==> src/rtl/ppi_pkg.sv <==
// Shared constants, state type and request payload for the PPI bus master.
package ppi_pkg;

  localparam int unsigned TIMER_W = 4;
  localparam int unsigned ADDR_W  = 2;
  localparam int unsigned DATA_W  = 8;

  localparam logic [ADDR_W-1:0] PPI_ADDR_A    = 2'b00;
  localparam logic [ADDR_W-1:0] PPI_ADDR_B    = 2'b01;
  localparam logic [ADDR_W-1:0] PPI_ADDR_C    = 2'b10;
  localparam logic [ADDR_W-1:0] PPI_ADDR_CTRL = 2'b11;

  localparam logic [DATA_W-1:0] PPI_CTRL_DEFAULT = 8'h80;

  typedef enum logic [1:0] {
    IDLE,
    SETUP,
    STROBE,
    HOLD
  } ppiState_t;

  typedef struct packed {
    logic              write;
    logic [ADDR_W-1:0] addr;
    logic [DATA_W-1:0] data;
  } ppiReq_t;

endpackage

==> src/rtl/ppi_bus_master_if.sv <==
// Host request/response and PPI pin bundle; master = bus master block, slave = host/PPI side.
interface ppi_bus_master_if;
  import ppi_pkg::*;

  logic              ReqValid;
  logic              ReqReady;
  logic              ReqWrite;
  logic [ADDR_W-1:0] ReqAddr;
  logic [DATA_W-1:0] ReqData;
  logic              RspValid;
  logic [DATA_W-1:0] RspData;
  logic              nCs;
  logic              nRe;
  logic              nWr;
  logic [ADDR_W-1:0] A;
  logic [DATA_W-1:0] DOut;
  logic              DOe;
  logic [DATA_W-1:0] DIn;
  logic              Busy;

  modport master (
    input  ReqValid, ReqWrite, ReqAddr, ReqData, DIn,
    output ReqReady, RspValid, RspData, nCs, nRe, nWr, A, DOut, DOe, Busy
  );

  modport slave (
    output ReqValid, ReqWrite, ReqAddr, ReqData, DIn,
    input  ReqReady, RspValid, RspData, nCs, nRe, nWr, A, DOut, DOe, Busy
  );

endinterface

==> src/rtl/ppi_bus_timer.sv <==
// Shared state-duration down-counter: load a value, count to zero, flag done.
module ppi_bus_timer
  import ppi_pkg::*;
(
  input  logic               Clk,
  input  logic               Reset,
  input  logic               load,
  input  logic [TIMER_W-1:0] loadVal,
  output logic               done_c
);

  logic [TIMER_W-1:0] count;

  always_ff @(posedge Clk) begin
    if (Reset) begin
      count <= '0;
    end else if (load) begin
      count <= loadVal;
    end else if (count != '0) begin
      count <= count - TIMER_W'(1);
    end
  end

  assign done_c = (count == '0);

endmodule

==> src/rtl/ppi_bus_master.sv <==
// 8255-style PPI bus master: sequences setup/strobe/hold cycles for host reads and writes.
// Optional PPI_MASTER_INIT_EN: writes INIT_WORD to the control register after reset.
module ppi_bus_master
  import ppi_pkg::*;
#(
  parameter int unsigned       SETUP_CYC  = 1,
  parameter int unsigned       STROBE_CYC = 2,
  parameter int unsigned       HOLD_CYC   = 1,
  parameter logic [DATA_W-1:0] INIT_WORD  = PPI_CTRL_DEFAULT
) (
  input  logic              Clk,
  input  logic              Reset,
  ppi_bus_master_if.master  bus
);

  // Timer counts down to zero, so each state lasts (load value + 1) cycles.
  localparam logic [TIMER_W-1:0] SETUP_LD  = TIMER_W'(SETUP_CYC - 1);
  localparam logic [TIMER_W-1:0] STROBE_LD = TIMER_W'(STROBE_CYC - 1);
  localparam logic [TIMER_W-1:0] HOLD_LD   = TIMER_W'(HOLD_CYC - 1);

  ppiState_t          state, stateNext;
  ppiReq_t            req, reqNext;
  logic               timerLoad;
  logic [TIMER_W-1:0] timerLoadVal;
  logic               timerDone;
  logic               initDone, initDoneNext;
  logic               rspValidNext;
  logic               captureEn;

`ifdef PPI_MASTER_INIT_EN
  localparam logic READY_AT_RESET = 1'b0;

  always_ff @(posedge Clk) begin
    if (Reset) initDone <= 1'b0;
    else       initDone <= initDoneNext;
  end

  assign initDoneNext = initDone | (state == HOLD && timerDone);
`else
  localparam logic READY_AT_RESET = 1'b1;

  assign initDone     = 1'b1;
  assign initDoneNext = 1'b1;
`endif

  ppi_bus_timer uTimer (
    .Clk     (Clk),
    .Reset   (Reset),
    .load    (timerLoad),
    .loadVal (timerLoadVal),
    .done_c  (timerDone)
  );

  // Next-state, request latch and timer control.
  always_comb begin
    stateNext    = state;
    reqNext      = req;
    timerLoad    = 1'b0;
    timerLoadVal = '0;
    rspValidNext = 1'b0;
    captureEn    = 1'b0;
    case (state)
      IDLE: begin
        if (!initDone) begin
          stateNext    = SETUP;
          timerLoad    = 1'b1;
          timerLoadVal = SETUP_LD;
          reqNext      = '{write: 1'b1, addr: PPI_ADDR_CTRL, data: INIT_WORD};
        end else if (bus.ReqValid) begin
          stateNext    = SETUP;
          timerLoad    = 1'b1;
          timerLoadVal = SETUP_LD;
          reqNext      = '{write: bus.ReqWrite, addr: bus.ReqAddr, data: bus.ReqData};
        end
      end
      SETUP: begin
        if (timerDone) begin
          stateNext    = STROBE;
          timerLoad    = 1'b1;
          timerLoadVal = STROBE_LD;
        end
      end
      STROBE: begin
        if (timerDone) begin
          stateNext    = HOLD;
          timerLoad    = 1'b1;
          timerLoadVal = HOLD_LD;
          captureEn    = !req.write;
        end
      end
      HOLD: begin
        if (timerDone) begin
          stateNext    = IDLE;
          rspValidNext = !req.write;
        end
      end
      default: stateNext = IDLE;
    endcase
  end

  // Pin outputs are registered from the next state so they change cleanly on the edge.
  always_ff @(posedge Clk) begin
    if (Reset) begin
      state        <= IDLE;
      req          <= '0;
      bus.nCs      <= 1'b1;
      bus.nRe      <= 1'b1;
      bus.nWr      <= 1'b1;
      bus.DOe      <= 1'b0;
      bus.Busy     <= 1'b0;
      bus.RspValid <= 1'b0;
      bus.RspData  <= '0;
      bus.ReqReady <= READY_AT_RESET;
    end else begin
      state        <= stateNext;
      req          <= reqNext;
      bus.nCs      <= (stateNext == IDLE);
      bus.Busy     <= (stateNext != IDLE);
      bus.nWr      <= !(stateNext == STROBE && reqNext.write);
      bus.nRe      <= !(stateNext == STROBE && !reqNext.write);
      bus.DOe      <= (stateNext != IDLE) && reqNext.write;
      bus.RspValid <= rspValidNext;
      bus.ReqReady <= (stateNext == IDLE) && initDoneNext;
      if (captureEn) bus.RspData <= bus.DIn;
    end
  end

  assign bus.A    = req.addr;
  assign bus.DOut = req.data;

endmodule

==> src/flat_wrapper.sv <==
// flat-port wrapper written by rule: the top's interface ports become plain ports
module ppi_bus_master_flat import ppi_pkg::*;
#(
  parameter int unsigned       SETUP_CYC  = 1,
  parameter int unsigned       STROBE_CYC = 2,
  parameter int unsigned       HOLD_CYC   = 1,
  parameter logic [DATA_W-1:0] INIT_WORD  = PPI_CTRL_DEFAULT
)
  (Clk, Reset, bus_ReqValid, bus_ReqWrite, bus_ReqAddr, bus_ReqData, bus_DIn, bus_ReqReady, bus_RspValid, bus_RspData, bus_nCs, bus_nRe, bus_nWr, bus_A, bus_DOut, bus_DOe, bus_Busy);
  ppi_bus_master_if bus_i ();
  input  logic Clk;
  input  logic Reset;
  input wire logic [$bits(bus_i.ReqValid)-1:0] bus_ReqValid;
  input wire logic [$bits(bus_i.ReqWrite)-1:0] bus_ReqWrite;
  input wire logic [$bits(bus_i.ReqAddr)-1:0] bus_ReqAddr;
  input wire logic [$bits(bus_i.ReqData)-1:0] bus_ReqData;
  input wire logic [$bits(bus_i.DIn)-1:0] bus_DIn;
  output wire logic [$bits(bus_i.ReqReady)-1:0] bus_ReqReady;
  output wire logic [$bits(bus_i.RspValid)-1:0] bus_RspValid;
  output wire logic [$bits(bus_i.RspData)-1:0] bus_RspData;
  output wire logic [$bits(bus_i.nCs)-1:0] bus_nCs;
  output wire logic [$bits(bus_i.nRe)-1:0] bus_nRe;
  output wire logic [$bits(bus_i.nWr)-1:0] bus_nWr;
  output wire logic [$bits(bus_i.A)-1:0] bus_A;
  output wire logic [$bits(bus_i.DOut)-1:0] bus_DOut;
  output wire logic [$bits(bus_i.DOe)-1:0] bus_DOe;
  output wire logic [$bits(bus_i.Busy)-1:0] bus_Busy;
  assign bus_i.ReqValid = bus_ReqValid;
  assign bus_i.ReqWrite = bus_ReqWrite;
  assign bus_i.ReqAddr = bus_ReqAddr;
  assign bus_i.ReqData = bus_ReqData;
  assign bus_i.DIn = bus_DIn;
  assign bus_ReqReady = bus_i.ReqReady;
  assign bus_RspValid = bus_i.RspValid;
  assign bus_RspData = bus_i.RspData;
  assign bus_nCs = bus_i.nCs;
  assign bus_nRe = bus_i.nRe;
  assign bus_nWr = bus_i.nWr;
  assign bus_A = bus_i.A;
  assign bus_DOut = bus_i.DOut;
  assign bus_DOe = bus_i.DOe;
  assign bus_Busy = bus_i.Busy;
  ppi_bus_master #(.SETUP_CYC(SETUP_CYC), .STROBE_CYC(STROBE_CYC), .HOLD_CYC(HOLD_CYC), .INIT_WORD(INIT_WORD)) u_core (.Clk(Clk), .Reset(Reset), .bus(bus_i));
endmodule
==> config.mk <==
export PLATFORM = sky130hd
export DESIGN_NAME = ppi_bus_master_flat
export DESIGN_NICKNAME = d
export VERILOG_FILES = /design/src/rtl/ppi_pkg.sv /design/src/rtl/ppi_bus_master_if.sv /design/src/rtl/ppi_bus_timer.sv /design/src/rtl/ppi_bus_master.sv /design/src/flat_wrapper.sv
export SDC_FILE = /design/constraint.sdc
export NUM_CORES = 1
export LEC_CHECK = 0
export BUFFER_PORTS_ARGS = -buffer_cell sky130_fd_sc_hd__buf_2
export CAP_MARGIN = 15
export CELL_PAD_IN_SITES_DETAIL_PLACEMENT = 1
export CELL_PAD_IN_SITES_GLOBAL_PLACEMENT = 2
export CORE_MARGIN = 5
export CORE_UTILIZATION = 28
export DETAILED_ROUTE_END_ITERATION = 10
export PLACE_DENSITY_LB_ADDON = 0.08
export SYNTH_ARGS = -nofsm -noshare
export SYNTH_HDL_FRONTEND = slang
export SYNTH_SLANG_ARGS = --single-unit
==> constraint.sdc <==
create_clock -name Clk -period 2.1 [get_ports Clk]
set_input_delay 0.42 -clock Clk [delete_from_list [all_inputs] [get_ports Clk]]
set_output_delay 0.42 -clock Clk [all_outputs]
set_load 0.01 [all_outputs]
Yosys cells after proc, flatten, opt, wreduce, memory -nomap -nowiden
Index checks and enable logic that the tools add are counted.

Flip-flop bits (word level): 31. Latch bits: 0. RAM bits: 0. Bits in read-only memories: 0. Input port bits: 22. Output and inout bits: 25. Logic and storage cells: 50. Memories: 0.

Add/sub/neg operators: 1. $mul: 0. Div/mod/pow operators: 0. Magnitude comparators: 0. Equality and inequality tests: 4. Shift operators: 0. Mux-type cells: 16. Bitwise operators: 1. Reductions and logical operators: 16.

Operator list (number): 11-bit two-way mux (2); 4-bit two-way mux (3); 2-bit two-way mux (4); 2-bit case mux with 4 select lines (1); 2-bit == test (second input constant) (3); 1-bit two-way mux (5); 1-bit zero test (4); 2-bit zero test (2); 4-bit zero test (1); 2-bit nonzero test (2); 4-bit nonzero test (1); 2-bit OR reduction (2); 4-bit by 1-bit subtractor with 4-bit output (second input constant) (1); 1-bit logical AND (3); 2-bit by 1-bit == test with 1-bit output (second input constant) (1); 1-bit case mux with 2 select lines (1); 2-bit AND reduction (1); 1-bit inverter (1).

Logic depth before layout (Yosys ltp)
Depth after elaboration: 6. Depth in mapped cells: 7. Depth with buffers taken out: 6.

Modules after synthesis
Synthesis repeated with hierarchy kept, for this count alone.

Cells, all modules: 149. Area total of the unflattened synthesis: 1378.8 um^2.

Modules (own cells, without submodules): ppi_bus_master (times used 1, cells each 125, area each 1149.9 um^2); ppi_bus_timer (times used 1, cells each 24, area each 229.0 um^2).

Worst setup path after synthesis
No wires, ideal clock.

Path type: register to register. Start: register u_core.uTimer.count[0]. End: register u_core.bus.DOe. Data arrival time: 1.683 ns. Required time: 1.975 ns. Path slack: 0.292 ns. Cell stages (with the launch flop): 8. Clock period less this slack: 1.808 ns. Path through: dfxtp_1 -> inv_1 -> ha_1 -> or3b_1 -> buf_2 -> a2111o_1 -> a32oi_2 -> nor2_1.

Longest elaborated chain between the ends: 5.

RTL lines: start, declared (RTL line ppi_bus_timer.sv:12) `logic [TIMER_W-1:0] count;`; start signal, assigned (RTL line ppi_bus_timer.sv:18) `count <= loadVal;`; start signal, assigned (RTL line ppi_bus_timer.sv:20) `count <= count - TIMER_W'(1);`; 4-bit zero test * (RTL line ppi_bus_timer.sv:24) `assign done_c = (count == '0);`; 2-bit two-way mux (on tied branches) (RTL line ppi_bus_master.sv:92, ppi_bus_master.sv:77, ppi_bus_master.sv:84); 2-bit case mux with 4 select lines * (RTL line ppi_bus_master.sv:62) `case (state)`; 2-bit nonzero test * (RTL line ppi_bus_master.sv:121) `bus.DOe <= (stateNext != IDLE) && reqNext.write;`; 1-bit logical AND * (RTL line ppi_bus_master.sv:121); end signal, assigned (RTL line ppi_bus_master.sv:121); end, declared (RTL line ppi_bus_master_if.sv:23) `output ReqReady, RspValid, RspData, nCs, nRe, nWr, A, DOut, DOe, Busy`.

Every way passes the cells marked *; elsewhere a longest branch is shown, timed or not. A chain may end at the register's enable or synchronous reset.

Worst setup path after layout
Ends and elaborated chain as after synthesis.

==> flow_summary.toml <==
[status]
status = "finished, final reports clean"

[final_layout]
fin_area_um2 = 1630
final_util_pct = 35.0
area_delta_synth_final_pct = 22.8
stdcell_count = 242
drive_above_1_share_pct = 30.9
n_antenna_cell = 0
nets = 216

[logic_synthesis]
synth_seq_cells = 31
synth_fa_ha_area_share_pct = 6.59
synthArstFlopShare_pct = 0
yosysTopAreaCell = "dfxtp_1"
syn-instance-count = 148
synth-edff-count = 0
synth_most_common_cell = "dfxtp_1"
synthFlopType = "dfxtp_1"
ys_types = 27
synth-simple-area-share_pct = 18.5
synthMuxAreaShare_pct = 6.77
synth_top_area_share_pct = 46.7
synth_common_cells = "dfxtp_1 (31), nand2_1 (22), nor2_1 (15), a21oi_1 (14), buf_4 (11)"
ys_seq_area_share_pct = 46.7
synth_area_leaders = "dfxtp_1 (47%), mux2i_1 (6.8%), ha_1 (6.6%), buf_4 (6.2%), nand2_1 (6.2%)"
synth_top_family_by_area = "simple AND/OR/NAND/NOR gates"
netlist_area_um2 = 1330
synth_fp_nets = 177
synthXorXnorAreaFrac_pct = 0.659
synth_compound_area_share_pct = 10.5
syn_area_per_cell_um2 = 8.99
yosysWarnings = 0

[sta]
period_needed_ps = 1950
slew_headroom_pct = 67.2
setup_ws_ps = 145
drv_slew = 0
fmax_mhz = 512
fin_crit_sh_pct = 93.1
clock_skew_ps = 1.89
whs_ps = 371
hold_violations = 0
setup_tns_ps = 0
rsz0062_at_grt = "no"
worstMarginPinSlew_ps = 493
setup_viol = 0

[cts]
clk_latency_ps = 280
cts_buffers = 5
cts_max_level = 2
cts.repair.resized = 0
cts-hold-fix-buffers = 0
clk_path_buf_depth = 2
clkSinkCount = 31
cts_tree = "yes"
clk_pin_slew_worst_paths_ps = 70
post_cts_buffers = 0
ctsRootBufferMaster = "clkbuf_8"

[placed_design]
dp_slack_ps = 154
place_inst = 234
io_buffers = 46
hpwl_mm = 2.60
place.gp.congestion = 0.775
postPlaceCellArea_um2 = 1550

[critical_path]
setup.worst_path.end = "u_core.bus.DOe$_SDFF_PP0_"
rrSetupSlack_ps = 150
end_kind = "flip-flop"
crit_start = "u_core.uTimer.count[0]$_SDFFE_PP0P_"
critPathSlowestCell = "or3b_1"
crit_chain = "inv_1, ha_1, or3b_1, a2111o_1, a32oi_2, nor2_1"
cp.required_ps = 2260
max_stage_delay_ps = 470
crit_path_start_kind = "flip-flop"
r2r_end = "u_core.bus.DOe$_SDFF_PP0_"
regToRegStartpoint = "u_core.uTimer.count[0]$_SDFFE_PP0P_"
cp.arrival_ps = 2110
critPathMaxFanout = 6
crit_type = "flip-flop to flip-flop"
worstRegToRegCells = 6

[routing]
drt-pass1-iter-count = 4
final_antenna_net_count = 0
vias = 1124
via_per_inst = 4.64
wl_per_cell_um = 14.0
wirelength_mm = 3.38
first_iter_violations = 20
drc = 0

[power]
internal_power_mw = 1.38
combPwrFrac_pct = 43.5
power.density_nw_per_um2 = 1370
irDropWorstVdd_v = 0.000488
swShare_pct = 38.5
clkPwrFrac_pct = 20.5
sequentialPowerShare_pct = 36.1
p_leak_nw = 0.815
p_sw_uw = 862
power.total_mw = 2.24

[floorplanning]
die_x_um = 78.9
coreArea_um2 = 4660
start_util_pct = 28.5
fp.dieArea_um2 = 6230
num_rows = 25
ios = 47
fp.dieH_um = 78.9

[global_routing]
grt_overflow_total = 0
first_global_vias = 1178
grt_max_degree = 26
grt_pass1_wl_mm = 5.66
grt_usage_pct = 11.6
antenna_found_initial = 0

[hold_path]
hold_start = "bus_DIn[3]"
hold_class = "primary input to flip-flop"

[job]
maxCapViolations = 0
[registers in the layout (all words and copies together), names as in the netlist, 2 cells and up]
signal and cells:
u_core.bus.A 2, u_core.uTimer.count 4, u_core.bus.RspData 8, u_core.state 2, u_core.bus.DOut 8
[cell families (layout without fill, tap and decap cells)]
kind of cell / after synthesis / count (layout)
simple gates: 53 / 53
flops: 31 / 31
buf+inv: 25 / 65
compound gates: 22 / 22
mux: 9 / 9
fa+ha+maj: 7 / 7
xor+xnor: 1 / 1
[critical path: cells and delay by family (launching register included)]
| kind | cells | cell delay [ps] |
|---|---|---|
| flops | 1 | 310 |
| compound gates | 2 | 670 |
| buf+inv | 1 | 80 |
| simple gates | 2 | 530 |
| fa+ha+maj | 1 | 230 |
[layout by cell type (no fill, tap or decap), types with 2 or more instances in the layout]
master	n
a21oi_1	14
and2_1	2
buf_2	46
buf_4	4
clkbuf_8	5
dfxtp_1	31
ha_1	7
inv_1	7
mux2i_1	9
nand2_1	22
nand2b_1	2
nand3_1	2
nand3b_1	2
nor2_1	15
nor3_1	3
o21ai_0	3
[worst min-delay path by stage]
stage	to	slack, ps	cells past startpoint
6_report	u_core.bus.RspData[3]$_SDFFE_PP0P_	370	3
5_1_grt	u_core.bus.RspData[3]$_SDFFE_PP0P_	370	3
4_1_cts	u_core.bus.RspData[3]$_SDFFE_PP0P_	360	3
3_5_place_dp	u_core.bus.DOut[3]$_SDFFE_PP0P_	450	2
3_3_place_gp	u_core.bus.DOut[6]$_SDFFE_PP0P_	440	2
2_1_floorplan	u_core.bus.RspValid$_SDFF_PP0_	410	1
[metal layers]
layer | GRT usage, % | routed length (um) | vias up
met2 | 19.0 | 1650 | 29
met3 | 4.20 | 183 | 6
met5 | 0 | 0 | -
li1 | - | - | 555
met4 | 4.12 | 55 | 0
met1 | 14.0 | 1500 | 534
[area by class of cell]
type                            count  area [um^2]
Sequential cell                    31          621
Inverter                            7         26.3
Clock buffer                        6         72.6
Timing Repair Buffer               50          260
Multi-Input combinational cell     92          573
Tap cell                           54         67.6
Clock inverter                      2         12.5
Fill cell                         570         3030
[power by group through the flow]
stage	Combinational [mW]	Sequential (mW)	Clock, mW
3_5_place_dp	0.988	0.821	0
2_1_floorplan	0.675	0.846	0
3_3_place_gp	0.949	0.814	0
4_1_cts	0.994	0.809	0.485
6_report	0.974	0.808	0.458
5_1_grt	1.10	0.825	0.506
(Power assumes the default switching activity.)
